==> src/rtl/csa_pkg.sv <==
// Shared types and sizing helpers for the sequential carry-select adder.
package csa_pkg;

  typedef enum logic [1:0] {IDLE, RUN, DONE} state_t;

  localparam int DEF_WIDTH = 16;
  localparam int DEF_SLICE = 4;

  function automatic int calc_n(input int width, input int slice);
    return width / slice;
  endfunction

  // The counter needs at least one bit, even when a single chunk makes up the whole operand.
  function automatic int calc_cnt_w(input int width, input int slice);
    int n;
    n = width / slice;
    return (n > 1) ? $clog2(n) : 1;
  endfunction

endpackage

==> src/rtl/csa_slice.sv <==
// Combinational SLICE-bit carry-select adder: low half ripples, high half is
// computed for both carry values and selected by the low-half carry.
module csa_slice #(
  parameter int SLICE = 4
) (
  input  logic [SLICE-1:0] a,
  input  logic [SLICE-1:0] b,
  input  logic             ci,
  output logic [SLICE-1:0] s,
  output logic             co
);

  if (SLICE == 1) begin : g_single
    assign {co, s} = {1'b0, a} + {1'b0, b} + 2'(ci);
  end else begin : g_split
    localparam int LO = SLICE / 2;
    localparam int HI = SLICE - LO;

    logic [LO:0] lo_r;
    logic [HI:0] hi0, hi1;

    assign lo_r = {1'b0, a[LO-1:0]} + {1'b0, b[LO-1:0]} + (LO+1)'(ci);
    assign hi0  = {1'b0, a[SLICE-1:LO]} + {1'b0, b[SLICE-1:LO]};
    assign hi1  = {1'b0, a[SLICE-1:LO]} + {1'b0, b[SLICE-1:LO]} + (HI+1)'(1);

    assign s[LO-1:0]          = lo_r[LO-1:0];
    assign {co, s[SLICE-1:LO]} = lo_r[LO] ? hi1 : hi0;
  end

endmodule

==> src/rtl/csa_seq_add_ctrl.sv <==
// Sequencer that pushes a WIDTH-bit add through one shared SLICE-bit adder,
// LSB chunk first. Optional signed-overflow output under CSA_SEQ_OVF_EN.
module csa_seq_add_ctrl
  import csa_pkg::*;
#(
  parameter int WIDTH = DEF_WIDTH,
  parameter int SLICE = DEF_SLICE
) (
  input  logic             Clk,
  input  logic             Reset_n,
  input  logic             start,
  input  logic [WIDTH-1:0] a,
  input  logic [WIDTH-1:0] b,
  input  logic             c_in,
  output logic             busy,
  output logic             done,
  output logic [WIDTH-1:0] sum,
  output logic             c_out
`ifdef CSA_SEQ_OVF_EN
  ,
  output logic             ovf
`endif
);

  localparam int N     = calc_n(WIDTH, SLICE);
  localparam int CNT_W = calc_cnt_w(WIDTH, SLICE);

  state_t             state_q, state_d;
  logic               load, step, last;
  logic [WIDTH-1:0]   a_q, b_q, sum_q;
  logic [CNT_W-1:0]   cnt_q;
  logic               cy_q, c_out_q;
  logic [SLICE-1:0]   slice_s;
  logic               slice_co;

  csa_slice #(.SLICE(SLICE)) u_slice (
    .a  (a_q[SLICE-1:0]),
    .b  (b_q[SLICE-1:0]),
    .ci (cy_q),
    .s  (slice_s),
    .co (slice_co)
  );

  assign last = (cnt_q == CNT_W'(N - 1));

  always_ff @(posedge Clk or negedge Reset_n) begin
    if (!Reset_n) state_q <= IDLE;
    else          state_q <= state_d;
  end

  always_comb begin
    state_d = state_q;
    load    = 1'b0;
    step    = 1'b0;
    case (state_q)
      IDLE: if (start) begin
        load    = 1'b1;
        state_d = RUN;
      end
      RUN: begin
        step = 1'b1;
        if (last) state_d = DONE;
      end
      DONE: begin
        if (start) begin
          load    = 1'b1;
          state_d = RUN;
        end else begin
          state_d = IDLE;
        end
      end
      default: state_d = IDLE;
    endcase
  end

  // Operands shift down so the slice always sees the current chunk in the low bits.
  always_ff @(posedge Clk or negedge Reset_n) begin
    if (!Reset_n) begin
      a_q     <= '0;
      b_q     <= '0;
      cy_q    <= 1'b0;
      cnt_q   <= '0;
      sum_q   <= '0;
      c_out_q <= 1'b0;
    end else if (load) begin
      a_q   <= a;
      b_q   <= b;
      cy_q  <= c_in;
      cnt_q <= '0;
      sum_q <= '0;
    end else if (step) begin
      a_q                              <= a_q >> SLICE;
      b_q                              <= b_q >> SLICE;
      sum_q[int'(cnt_q)*SLICE +: SLICE] <= slice_s;
      cy_q                             <= slice_co;
      cnt_q                            <= last ? '0 : cnt_q + CNT_W'(1);
      if (last) c_out_q <= slice_co;
    end
  end

`ifdef CSA_SEQ_OVF_EN
  // Carry into the MSB recovered from its sum bit: s = a ^ b ^ cin.
  logic c_msb, ovf_q;
  assign c_msb = a_q[SLICE-1] ^ b_q[SLICE-1] ^ slice_s[SLICE-1];

  always_ff @(posedge Clk or negedge Reset_n) begin
    if (!Reset_n)          ovf_q <= 1'b0;
    else if (load)         ovf_q <= 1'b0;
    else if (step && last) ovf_q <= c_msb ^ slice_co;
  end

  assign ovf = ovf_q;
`endif

  assign busy  = (state_q == RUN);
  assign done  = (state_q == DONE);
  assign sum   = sum_q;
  assign c_out = c_out_q;

endmodule
==> config.mk <==
export PLATFORM = sky130hd
export DESIGN_NAME = csa_seq_add_ctrl
export DESIGN_NICKNAME = d
export VERILOG_FILES = /design/src/rtl/csa_pkg.sv /design/src/rtl/csa_slice.sv /design/src/rtl/csa_seq_add_ctrl.sv
export SDC_FILE = /design/constraint.sdc
export NUM_CORES = 1
export LEC_CHECK = 0
export ABC_AREA = 1
export CAP_MARGIN = 5
export CORE_UTILIZATION = 35
export DETAILED_ROUTE_END_ITERATION = 6
export GPL_ROUTABILITY_DRIVEN = 1
export SYNTH_ARGS = -nofsm -noshare
export SYNTH_HDL_FRONTEND = slang
export SYNTH_SLANG_ARGS = --single-unit
==> constraint.sdc <==
create_clock -name Clk -period 5.5 [get_ports Clk]
set_clock_uncertainty 0.05 [all_clocks]
set_input_delay 0.825 -clock Clk [delete_from_list [all_inputs] [get_ports Clk]]
set_output_delay 0.825 -clock Clk [all_outputs]
set_load 0.02 [all_outputs]
== Yosys cells after proc, flatten, opt, wreduce, memory -nomap -nowiden ==
Cells that the tools add are included.
Storage, ports and cells
  register bits after elaboration: 54
  latch bits: 0
  bits in writable memories: 0
  ROM bits: 0
  input port bits: 36
  output and inout port bits: 19
  logic and storage cells: 46
  memories: 0
Cells by class
  $add $sub $neg: 6
  multipliers: 0
  div/mod/pow operators: 0
  magnitude comparators: 0
  eq/ne operators: 5
  shift operators: 2
  multiplexer cells: 20
  bitwise operators: 1
  reductions and logical operators: 5
Operator list (number)
  $mux 16: 6
  $neg 4->33: 1
  $shift 4x33->16 const A: 1
  $shiftx 4x33->16: 1
  $bwmux 16: 1
  $mux 2: 5
  $add 2x2->3: 2
  $mux 1: 6
  $pmux 2 s3: 1
  $eq 2x2->1 const B: 2
  $add 3x1->3: 1
  $add 3x1->3 const B: 1
  $mux 3: 1
  $reduce_and 3->1: 1
  $add 2x1->2 const B: 1
  $eq 2x1->1 const B: 1
  $logic_not 2->1: 1
  $ne 2x1->1 const B: 1
  $ne 2x2->1 const B: 1
  $reduce_and 2->1: 1
  $reduce_bool 2->1: 1
  $reduce_or 2->1: 1
  $not 1->1: 1

== Logic depth before layout (Yosys ltp) ==
Gate-level depths: netlist of run 1.
  word-level depth: 7
  depth in mapped cells: 11
  gate-level depth less buffers: 11

== Modules after synthesis ==
Synthesis of run 1 repeated with hierarchy kept, for this count alone.
Second synthesis, totals
  cell total of the unflattened synthesis: 329
  area total of the unflattened synthesis: 2653.8 um^2
Modules (own cells, without submodules)
  csa_seq_add_ctrl: instances 1, cells each 309, area each 2504.9 um^2, seq. area each 1351.3 um^2
  csa_slice: instances 1, cells each 20, area each 148.9 um^2, seq. area each 0.0 um^2

== Least setup slack after synthesis of run 1 ==
OpenSTA, ideal clock, no wires.
  kind: reg2reg
  start: register a_q[2]
  end: register sum_q[15] (netlist: sum[15])
  setup time: 0.065 ns
  data arrival time: 1.662 ns
  slack: 3.723 ns
  cell stages (with the launch flop): 12
  path buffers: 0
  period minus slack after synthesis: 1.777 ns
  cells stage by stage: dfrtp_1 -> ha_1 -> inv_1 -> fa_1 -> inv_1 -> ha_1 -> inv_1 -> nand2_1 -> nand3_1 -> nor2_1 -> nand2_1 -> nand2_1
On the way
  cells in the longest elaborated chain, start to end: 7
Ends and longest elaborated chain
  from (decl): RTL line csa_seq_add_ctrl.sv:30  | logic [WIDTH-1:0] a_q, b_q, sum_q;
  from (signal assigned): RTL line csa_seq_add_ctrl.sv:92  | a_q <= a_q >> SLICE;
  $add 2x2->3 (*): RTL line csa_slice.sv:23, csa_slice.sv:24
  $add 3x1->3: RTL line csa_slice.sv:24  | assign hi1 = {1'b0, a[SLICE-1:LO]} + {1'b0, b[SLICE-1:LO]} + (HI+1)'(1);
  $mux 3 (*): RTL line csa_slice.sv:27  | assign {co, s[SLICE-1:LO]} = lo_r[LO] ? hi1 : hi0;
  $shiftx 4x33->16 (*): RTL line csa_seq_add_ctrl.sv:94  | sum_q[int'(cnt_q)*SLICE +: SLICE] <= slice_s;
  $bwmux 16 (*): RTL line csa_seq_add_ctrl.sv:94
  $mux 16 (*): RTL line csa_seq_add_ctrl.sv:91  | end else if (step) begin
  $mux 16 (*): RTL line csa_seq_add_ctrl.sv:85  | end else if (load) begin
  to (signal, indexed assignment): RTL line csa_seq_add_ctrl.sv:94
  to (decl): RTL line csa_seq_add_ctrl.sv:30
Mark *: on every way between the ends. The rest lies on a longest branch, timed or not. The select of a mux whose other input is x is not followed.
A chain may end at the register's enable or synchronous reset.

== Final worst setup path of run 1 ==
  start: register state_q[0]
  end: output busy
On the way
  cells in the longest elaborated chain, start to end: 1
Ends and longest elaborated chain
  from (decl): RTL line csa_seq_add_ctrl.sv:28  | state_t state_q, state_d;
  from (signal assigned): RTL line csa_seq_add_ctrl.sv:48  | else state_q <= state_d;
  $eq 2x1->1: RTL line csa_seq_add_ctrl.sv:115  | assign busy = (state_q == RUN);
  to (decl): RTL line csa_seq_add_ctrl.sv:15  | output logic busy,
No other way between the ends.

==> metrics.md, run 1 <==
| Metric | Value |
|---|---|
| Routed wire per std cell | 11.51 µm |
| HPWL after detailed placement | 3871 µm |
| F_max | 0.3664 GHz |
| TritonRoute pass-1 iters | 4 |
| Max stage delay cell, worst path | clkdlybuf4s50_1 |
| GRT overflow | 0 |
| Setup bufs post-CTS | 0 |
| Min Clock Period, post-route | 2.729 ns |
| Via density per instance | 4.531 |
| Slew Viols, Final | 0 |
| Routed Antenna Nets | 0 |
| R2R Setup Slk | 3.50 ns |
| First-pass GRT wire length | 9163 µm |
| Final Cycle Share | 49.62% |
| Htree depth | 2 |
| Total power per unit cell area | 514.4 nW/µm² |
| Area grow syn2layout | 27.02% |
| Area share of the largest cell type after synthesis | 52.76% |
| Critical Path RT | 4.62 ns |
| Syn_nets | 356 |
| Initial antenna violation count | 0 |
| Lkg Pwr | 1.603 nW |
| Row count | 30 |
| Most frequent cell after synthesis | nand2_1 |
| Final RePlAce weighted congestion | 0.7662 |
| Worst Slack Setup Final | 2.771 ns |
| Skew-Pair Late Insertion Delay | 0.32 ns |
| CTS tree | done |
| Final Hold Fails | 0 |
| Register area share after synthesis | 52.76% |
| RSZ-0062 raised after global routing | false |
| Final net count | 409 |
| HP Class | flip-flop to flip-flop |
| Post-Place Setup Slack | 2.964 ns |
| Leading area contributor after synthesis | dfrtp_1 |
| Hold Path Depth | 2 |
| Slew HR | 54.46% |
| RR Endpoint | sum[5] |
| Peak VDD IR | 171.0 µV |
| DIE WIDTH | 87.55 µm |
| Number of synthesized register bits | 54 |
| Ranking of synthesized cells by area | dfrtp_1, nand2_1, nand3_1 |
| Status | finished, final reports clean |
| Synth top cells by count | nand2_1, dfrtp_1, nand3_1 |
| Max cap viols | 0 |
| CTS Sinks | 54 |
| Final Setup Violations | 0 |
| DRC violation count after routing | 0 |
| Die footprint | 7664 µm² |
| Clock Path Buffers | 2 |
| EDFF count, synth | 0 |
| Mapped Cells | 311 |
| Slew at the pin closest to its max-slew limit | 0.6831 ns |
| Max incr delay on CP | 0.66 ns |
| TritonCTS Buffers | 5 |
| Setup TNS | 0 ns |
| Vias post-DR | 2089 |
| Post_cts resized | 0 |
| FFs w/ async S/R, synth | 100.0% |
| Reg2Reg Launch Point | a_q[0] |
| Fill cells | 694 |
| Ports | 55 |
| Crit path max-delay family | buffers and inverters |
| YS warnings | 0 |
| GRT Util Overall | 15.44% |
| Clock root buffer | clkbuf_8 |
| Largest net degree at the start of global routing | 55 |
| Reg clk slew, reported paths | 0.11 ns |
| Total power | 1.673 mW |
| Crit end category | output port |
| Fraction of layout cells with a size suffix above 1 | 5.753% |
| Main synth FF type | dfrtp_1 |
| Hold path start | a_q[12] |
| Post-layout util | 46.85% |
| CP Class | flip-flop to output port |
| Hold EP | a_q[12] |
| Port bufs | 54 |
| Reg2Reg Depth | 6 |
| Core Footprint | 6944 µm² |
| Cells along the critical path | inv_2 -> nor2_2 -> buf_4 -> clkdlybuf4s50_1 |
| Synth Cell Area | 2561 µm² |
| Die Y | 87.55 µm |
| Startpoint types | flip-flop |
| Syn Area/Cell | 8.235 µm² |
| Crit path buf inv count | 3 |
| Starting density of the core | 36.88% |
| Number of global-route vias before repair | 1994 |
| Worst Path Arrival | 1.85 ns |
| Cts hold-fix bufs | 0 |
| Crit Path Max Fanout | 25 |
| Initial drt markers | 86 |
| ANT cells | 0 |
| Count of cell types in the netlist | 21 |
| Routed WL | 5304 µm |
==> worst reg2reg max path, cell delays in order (launching register included) <==
cell     delay [ns]
dfrtp_1        0.41
fa_1           0.41
inv_1          0.09
fa_1           0.45
nor3_1         0.34
nand3_1        0.12
nand2_1        0.07
==> metal layers <==
metal | wire [µm] | track usage [%] | vias up | share of wire (%)
met5 | 0 | 0 | - | 0
met4 | 68 | 4.918 | 0 | 1.3
met3 | 215 | 2.828 | 5 | 4.1
met2 | 2393 | 24.50 | 54 | 45
met1 | 2626 | 21.52 | 955 | 50
li1 | - | - | 1075 | -
==> registers in the layout (all words and copies together) (netlist names) <==
| signal | count |
|---|---|
| a_q | 16 |
| b_q | 16 |
| sum | 16 |
| cnt_q | 2 |
| state_q | 2 |
| c_out | 1 |
| cy_q | 1 |
==> how the worst max path moves through the flow <==
stage | startpoint | to | slack, ns | cells past startpoint
after floorplan | a_q[2] | sum[15] | 3.72 | 11
after global placement | start | cy_q | 3.02 | 7
after detailed placement | start | cy_q | 2.96 | 7
after CTS | state_q[0] | busy | 2.75 | 4
after global routing | state_q[0] | busy | 2.66 | 4
final | state_q[0] | busy | 2.77 | 4
==> where the power goes <==
group	leakage, nW	switching [mW]	total (mW)	internal, mW
Clock	0.0447	0.142	0.234	0.0923
Combinational	0.856	0.517	0.813	0.296
Sequential	0.702	0.0825	0.626	0.544
Total	1.60	0.742	1.67	0.932
==> through the flow <==
step	instance area, µm²	instances	hold slack, ns
2_1_floorplan	2561	311	0.3922
3_3_place_gp	3159	453	0.4032
3_5_place_dp	3159	453	0.4120
4_1_cts	3253	461	0.4394
5_1_grt	3253	461	0.4643
6_report	3253	461	0.4356
==> cell type report <==
cell class | instances | area [µm²] | share of cell area, %
clock buffers | 5 | 68.82 | 2.115
clock inverters | 3 | 25.02 | 0.7692
inverters | 29 | 108.9 | 3.346
multi-input cells | 218 | 1028 | 31.62
flip-flops and latches | 54 | 1351 | 41.54
well taps | 96 | 120.1 | 3.692
repair buffers | 56 | 550.5 | 16.92
==> placed cells by master (no fill, tap or decap) <==
cell type | netlist | final
nor2_4 | 1 | 1
buf_4 | 2 | 2
inv_1 | 25 | 25
inv_6 | 0 | 1
ha_1 | 6 | 6
inv_2 | 4 | 4
clkbuf_8 | 0 | 5
nand2_2 | 3 | 3
nand3_1 | 31 | 31
clkinv_4 | 0 | 1
nand4_1 | 1 | 1
buf_2 | 4 | 1
nor2_2 | 2 | 2
clkdlybuf4s50_1 | 0 | 53
o21ai_0 | 19 | 19
o211ai_1 | 4 | 4
nor2_1 | 10 | 10
nor3_1 | 2 | 2
dfrtp_1 | 54 | 54
fa_1 | 3 | 3
clkinvlp_4 | 0 | 1
o22ai_1 | 1 | 1
nand3b_1 | 1 | 1
nand2_1 | 134 | 134
==> cells by family after synthesis <==
kind of cell / after synthesis / share of synthesized area [%]
and+or+nand+nor: 185 / 29.75
adders and majority gates: 9 / 5.276
buffers and inverters: 39 / 7.083
AOI/OAI and AO/OA: 24 / 5.130
DFF: 54 / 52.76
Power figures use the tool's default switching activity.
==> run 2: changes to the inputs <==
==> constraint.sdc (replaced) <==
create_clock -name Clk -period 2.6 [get_ports Clk]
set_clock_uncertainty 0.05 [all_clocks]
set_input_delay 0.39 -clock Clk [delete_from_list [all_inputs] [get_ports Clk]]
set_output_delay 0.39 -clock Clk [all_outputs]
set_load 0.02 [all_outputs]
==> metrics.md, run 2 (synthesized netlist as in run 1, its figures left out) <==
| Metric | Value |
|---|---|
| Via density per instance | 4.544 |
| Commonest non-fill, non-tap cell in the layout | nand2_1 |
| Area grow syn2layout | 27.80% |
| Crit path max-delay family | buffers and inverters |
| Row count | 30 |
| DRC violation count after routing | 0 |
| Crit end category | output port |
| Status | finished, final reports clean |
| Setup TNS | 0 ns |
| TritonRoute pass-1 iters | 4 |
| Skew-Pair Late Insertion Delay | 0.31 ns |
| CTS Sinks | 54 |
| Critical Path RT | 2.16 ns |
| Final RePlAce weighted congestion | 0.7680 |
| TritonCTS Buffers | 5 |
| Worst Path Arrival | 1.66 ns |
| GRT Util Overall | 15.48% |
| CTS tree | done |
| Cts hold-fix bufs | 0 |
| Startpoint types | flip-flop |
| Max cap viols | 0 |
| Largest net degree at the start of global routing | 55 |
| Crit Path Max Fanout | 5 |
| Total power per unit cell area | 1112 nW/µm² |
| CP Class | flip-flop to output port |
| Slew Viols, Final | 0 |
| First-pass GRT wire length | 9225 µm |
| Die footprint | 7664 µm² |
| Core Footprint | 6944 µm² |
| Slew at the pin closest to its max-slew limit | 0.6680 ns |
| Crit path buf inv count | 2 |
| Max incr delay on CP | 0.66 ns |
| Slew HR | 55.47% |
| Number of global-route vias before repair | 2020 |
| Routed wire per std cell | 11.72 µm |
| Clock root buffer | clkbuf_8 |
| Vias post-DR | 2095 |
| Post_cts resized | 0 |
| R2R Setup Slk | 0.59 ns |
| HP Class | input port to async pin |
| Final Setup Violations | 0 |
| Final Cycle Share | 80.86% |
| Ports | 55 |
| Peak VDD IR | 450.7 µV |
| GRT overflow | 0 |
| Die Y | 87.55 µm |
| RR Endpoint | sum[7] |
| Initial drt markers | 87 |
| Max stage delay cell, worst path | clkdlybuf4s50_1 |
| Commonest non-fill, non-tap cells in the layout | nand2_1, dfrtp_1, clkdlybuf4s50_1, nand3_1, inv_1 |
| Starting density of the core | 36.88% |
| Fraction of layout cells with a size suffix above 1 | 5.753% |
| Clock Path Buffers | 2 |
| Reg2Reg Launch Point | a_q[2] |
| Reg2Reg Depth | 11 |
| Min Clock Period, post-route | 2.102 ns |
| Cells along the critical path | inv_2 -> nor2_2 -> clkdlybuf4s50_1 |
| DIE WIDTH | 87.55 µm |
| HPWL after detailed placement | 3962 µm |
| Reg clk slew, reported paths | 0.10 ns |
| Fill cells | 709 |
| Htree depth | 2 |
| Routed WL | 5401 µm |
| Routed Antenna Nets | 0 |
| RSZ-0062 raised after global routing | false |
| Final net count | 409 |
| Port bufs | 54 |
| Initial antenna violation count | 0 |
| Final hold slack | 0.1450 ns |
| ANT cells | 0 |
| Setup bufs post-CTS | 0 |
| F_max | 0.4757 GHz |
| Final Hold Fails | 0 |
| Lkg Pwr | 1.608 nW |
-- run 2: changes by cell type in the layout (fill, tap and decap cells not counted), sizes merged --
cell,previous run,this run
bufinv,0,1
clkinv,1,0
clkinvlp,1,2
inv,30,29
-- run 2: routing by layer --
metal / vias to the layer above / global-route usage, % / part of all wire, %
li1: 1072 / - / -
met4: 0 / 4.024 / 0.70
met3: 5 / 2.733 / 3.7
met5: - / 0 / 0
met2: 51 / 25.78 / 46
met1: 967 / 21.00 / 49
-- run 2: power breakdown --
part	leakage, nW	total (mW)	switching, mW	internal, mW
Combinational	0.856	1.74	1.11	0.628
Sequential	0.702	1.32	0.169	1.15
Clock	0.0504	0.578	0.291	0.287
-- run 2: worst register-to-register path, delay by kind of cell, from the launching register on --
| kind | cells | cell delay, ns |
|---|---|---|
| and+or+nand+nor | 5 | 0.48 |
| DFF | 1 | 0.37 |
| adders and majority gates | 3 | 0.92 |
| buffers and inverters | 3 | 0.13 |
-- run 2: worst max-delay path by stage --
stage                          start       to  slack, ns  depth (start not counted)
after floorplan               a_q[2]  sum[15]       0.82                         11
after global placement         start     cy_q       0.56                          7
after detailed placement       start     cy_q       0.48                          7
after CTS                 state_q[0]     busy       0.48                          3
after global routing      state_q[0]     busy       0.42                          3
final                     state_q[0]     busy       0.50                          3
-- run 2: cell type report --
cell class | count | area, µm² | share of cell area, %
clock buffer | 5 | 68.82 | 2.102
multi-input combinational | 218 | 1028 | 31.42
tap | 96 | 120.1 | 3.670
sequential | 54 | 1351 | 41.28
timing repair buffer | 56 | 550.5 | 16.82
clock inverter | 3 | 45.04 | 1.376
inverter | 29 | 108.9 | 3.326
-- run 2: metrics by stage --
stage          worst slack (ns)  total power, mW  utilization [%]  cells  cell area [µm²]
6_report                 0.4977            3.640            47.14    461             3273
2_1_floorplan            0.8235            2.585                -    311             2561
4_1_cts                  0.4762            3.668            47.14    461             3273
5_1_grt                  0.4246            3.980            47.14    461             3273
3_3_place_gp             0.5585            3.037            45.50    453             3159
3_5_place_dp             0.4797            3.084            45.50    453             3159
==> run 3: changes to the inputs <==
==> constraint.sdc (replaced) <==
create_clock -name Clk -period 2.2 [get_ports Clk]
set_clock_uncertainty 0.05 [all_clocks]
set_input_delay 0.33 -clock Clk [delete_from_list [all_inputs] [get_ports Clk]]
set_output_delay 0.33 -clock Clk [all_outputs]
set_load 0.02 [all_outputs]
==> metrics.md, run 3 (synthesized netlist as in run 1, its figures left out) <==
| Metric | Value |
|---|---|
| Area taken by flip-flops and latches | 1351 µm² |
| Die Y | 87.55 µm |
| Core Footprint | 6944 µm² |
| Slew Viols, Final | 0 |
| Final hold slack | 0.4284 ns |
| GRT overflow | 0 |
| Final Setup Violations | 0 |
| Hold path start | a_q[14] |
| Commonest non-fill, non-tap cell in the layout | nand2_1 |
| Reg clk slew, reported paths | 0.11 ns |
| Sw frac | 43.06% |
| Top routing layer in use | met4 |
| Starting density of the core | 36.88% |
| Post-Place Setup Slack | 0.2459 ns |
| F_max | 0.4863 GHz |
| Ports | 55 |
| Worst Slack Setup Final | 0.1435 ns |
| Total power per unit cell area | 1303 nW/µm² |
| Peak VDD IR | 492.6 µV |
| Startpoint types | flip-flop |
| Setup TNS | 0 ns |
| Worst Path Arrival | 1.68 ns |
| Routed wl met2 | 2521 µm |
| Crit end category | output port |
| CTS tree | done |
| Initial antenna violation count | 0 |
| Worst setup path startpoint | state_q[0] |
| Comb power frac | 47.7% |
| WL met3 | 207 µm |
| Slew HR | 63.84% |
| Critical Path RT | 1.82 ns |
| Total power | 4.306 mW |
| Lkg Pwr | 1.630 nW |
| Routed Antenna Nets | 0 |
| DRC violation count after routing | 0 |
| Routed WL | 5445 µm |
| HPWL after detailed placement | 4083 µm |
| ANT cells | 0 |
| NetSw | 1.854 mW |
| First-pass GRT wire length | 9480 µm |
| Post_cts resized | 0 |
| GRT Util Overall | 16.43% |
| Max cap viols | 0 |
| Commonest non-fill, non-tap cells in the layout | nand2_1, dfrtp_1, clkdlybuf4s50_1, nand3_1, inv_1 |
| TritonCTS Buffers | 5 |
| Clock root buffer | clkbuf_8 |
| TritonRoute pass-1 iters | 5 |
| Cts hold-fix bufs | 1 |
| DIE WIDTH | 87.55 µm |
| Clock Path Buffers | 2 |
| Reg2Reg Launch Point | a_q[2] |
| Skew-Pair Late Insertion Delay | 0.31 ns |
| Min Clock Period, post-route | 2.057 ns |
| Crit Path Max Fanout | 5 |
| Setup bufs post-CTS | 0 |
| Clk pwr share | 16.1% |
| Area of the multi-input gates | 1028 µm² |
| Post-layout util | 47.60% |
| CTS Sinks | 54 |
| Routed wire per std cell | 11.76 µm |
| Status | finished, final reports clean |
| Slew at the pin closest to its max-slew limit | 0.5424 ns |
| P_int | 2.452 mW |
| Initial drt markers | 116 |
| Register share of total power | 36.2% |
| Final RePlAce weighted congestion | 0.7929 |
| Row count | 30 |
| Die footprint | 7664 µm² |
| RSZ-0062 raised after global routing | false |
| HP Class | flip-flop to flip-flop |
| Final Cycle Share | 93.48% |
| Port bufs | 54 |
| Fraction of layout cells with a size suffix above 1 | 5.995% |
| Largest net degree at the start of global routing | 34 |
| Via density per instance | 4.587 |
| Vias post-DR | 2124 |
| Metal-1 WL | 2669 µm |
| Final net count | 411 |
| Htree depth | 2 |
| Final Hold Fails | 0 |
| CP Class | flip-flop to output port |
| Area grow syn2layout | 29.07% |
| Number of global-route vias before repair | 2025 |
| Fill cells | 689 |
run 3: cell count changes in the layout (fill, tap and decap cells not counted):
cell / before / now
clkinv_4: 0 / 1
dlygate4sd3_1: 0 / 1
buf_12: 0 / 1
clkinvlp_4: 2 / 0
inv_6: 0 / 1
run 3: through the flow:
stage / area [µm²] / std cells
floorplan: 2561 / 311
global placement: 3179 / 454
detailed placement: 3179 / 454
CTS: 3306 / 463
global route: 3306 / 463
finish: 3306 / 463
run 3: power groups by stage:
stage	logic, mW	registers [mW]	clock network (mW)
global route	2.38	1.61	0.749
detailed placement	2.09	1.58	0
floorplan	1.43	1.62	0
global placement	2.05	1.57	0
CTS	2.09	1.56	0.711
finish	2.05	1.56	0.694
run 3: worst paths after layout:
path,to,slack (ns),cells after the start
max,busy,0.14,3
min,a_q[14],0.43,2
max reg2reg,sum[7],0.23,11
min reg2reg,a_q[14],0.43,2
max in group asynchronous,b_q[15],1.07,3
min in group asynchronous,sum[4],0.46,2
run 3: routing by layer:
metal,vias to the layer above,track usage (%)
met3,4,3.487
met4,0,5.812
met1,991,22.43
li1,1079,-
met5,-,0
met2,50,25.99
run 3: worst max-delay path, cell delays in order (launching register included):
cell	delay (ns)
dfrtp_1	0.44
inv_2	0.07
nor2_2	0.20
clkdlybuf4s50_1	0.65
run 3: cell type report:
class                      count  share of cell area, %
clock inverter                 3                  1.438
inverter                      29                  3.293
sequential                    54                  40.88
clock buffer                   5                  2.082
multi-input combinational    218                  31.11
tap                           96                  3.634
timing repair buffer          58                  17.56
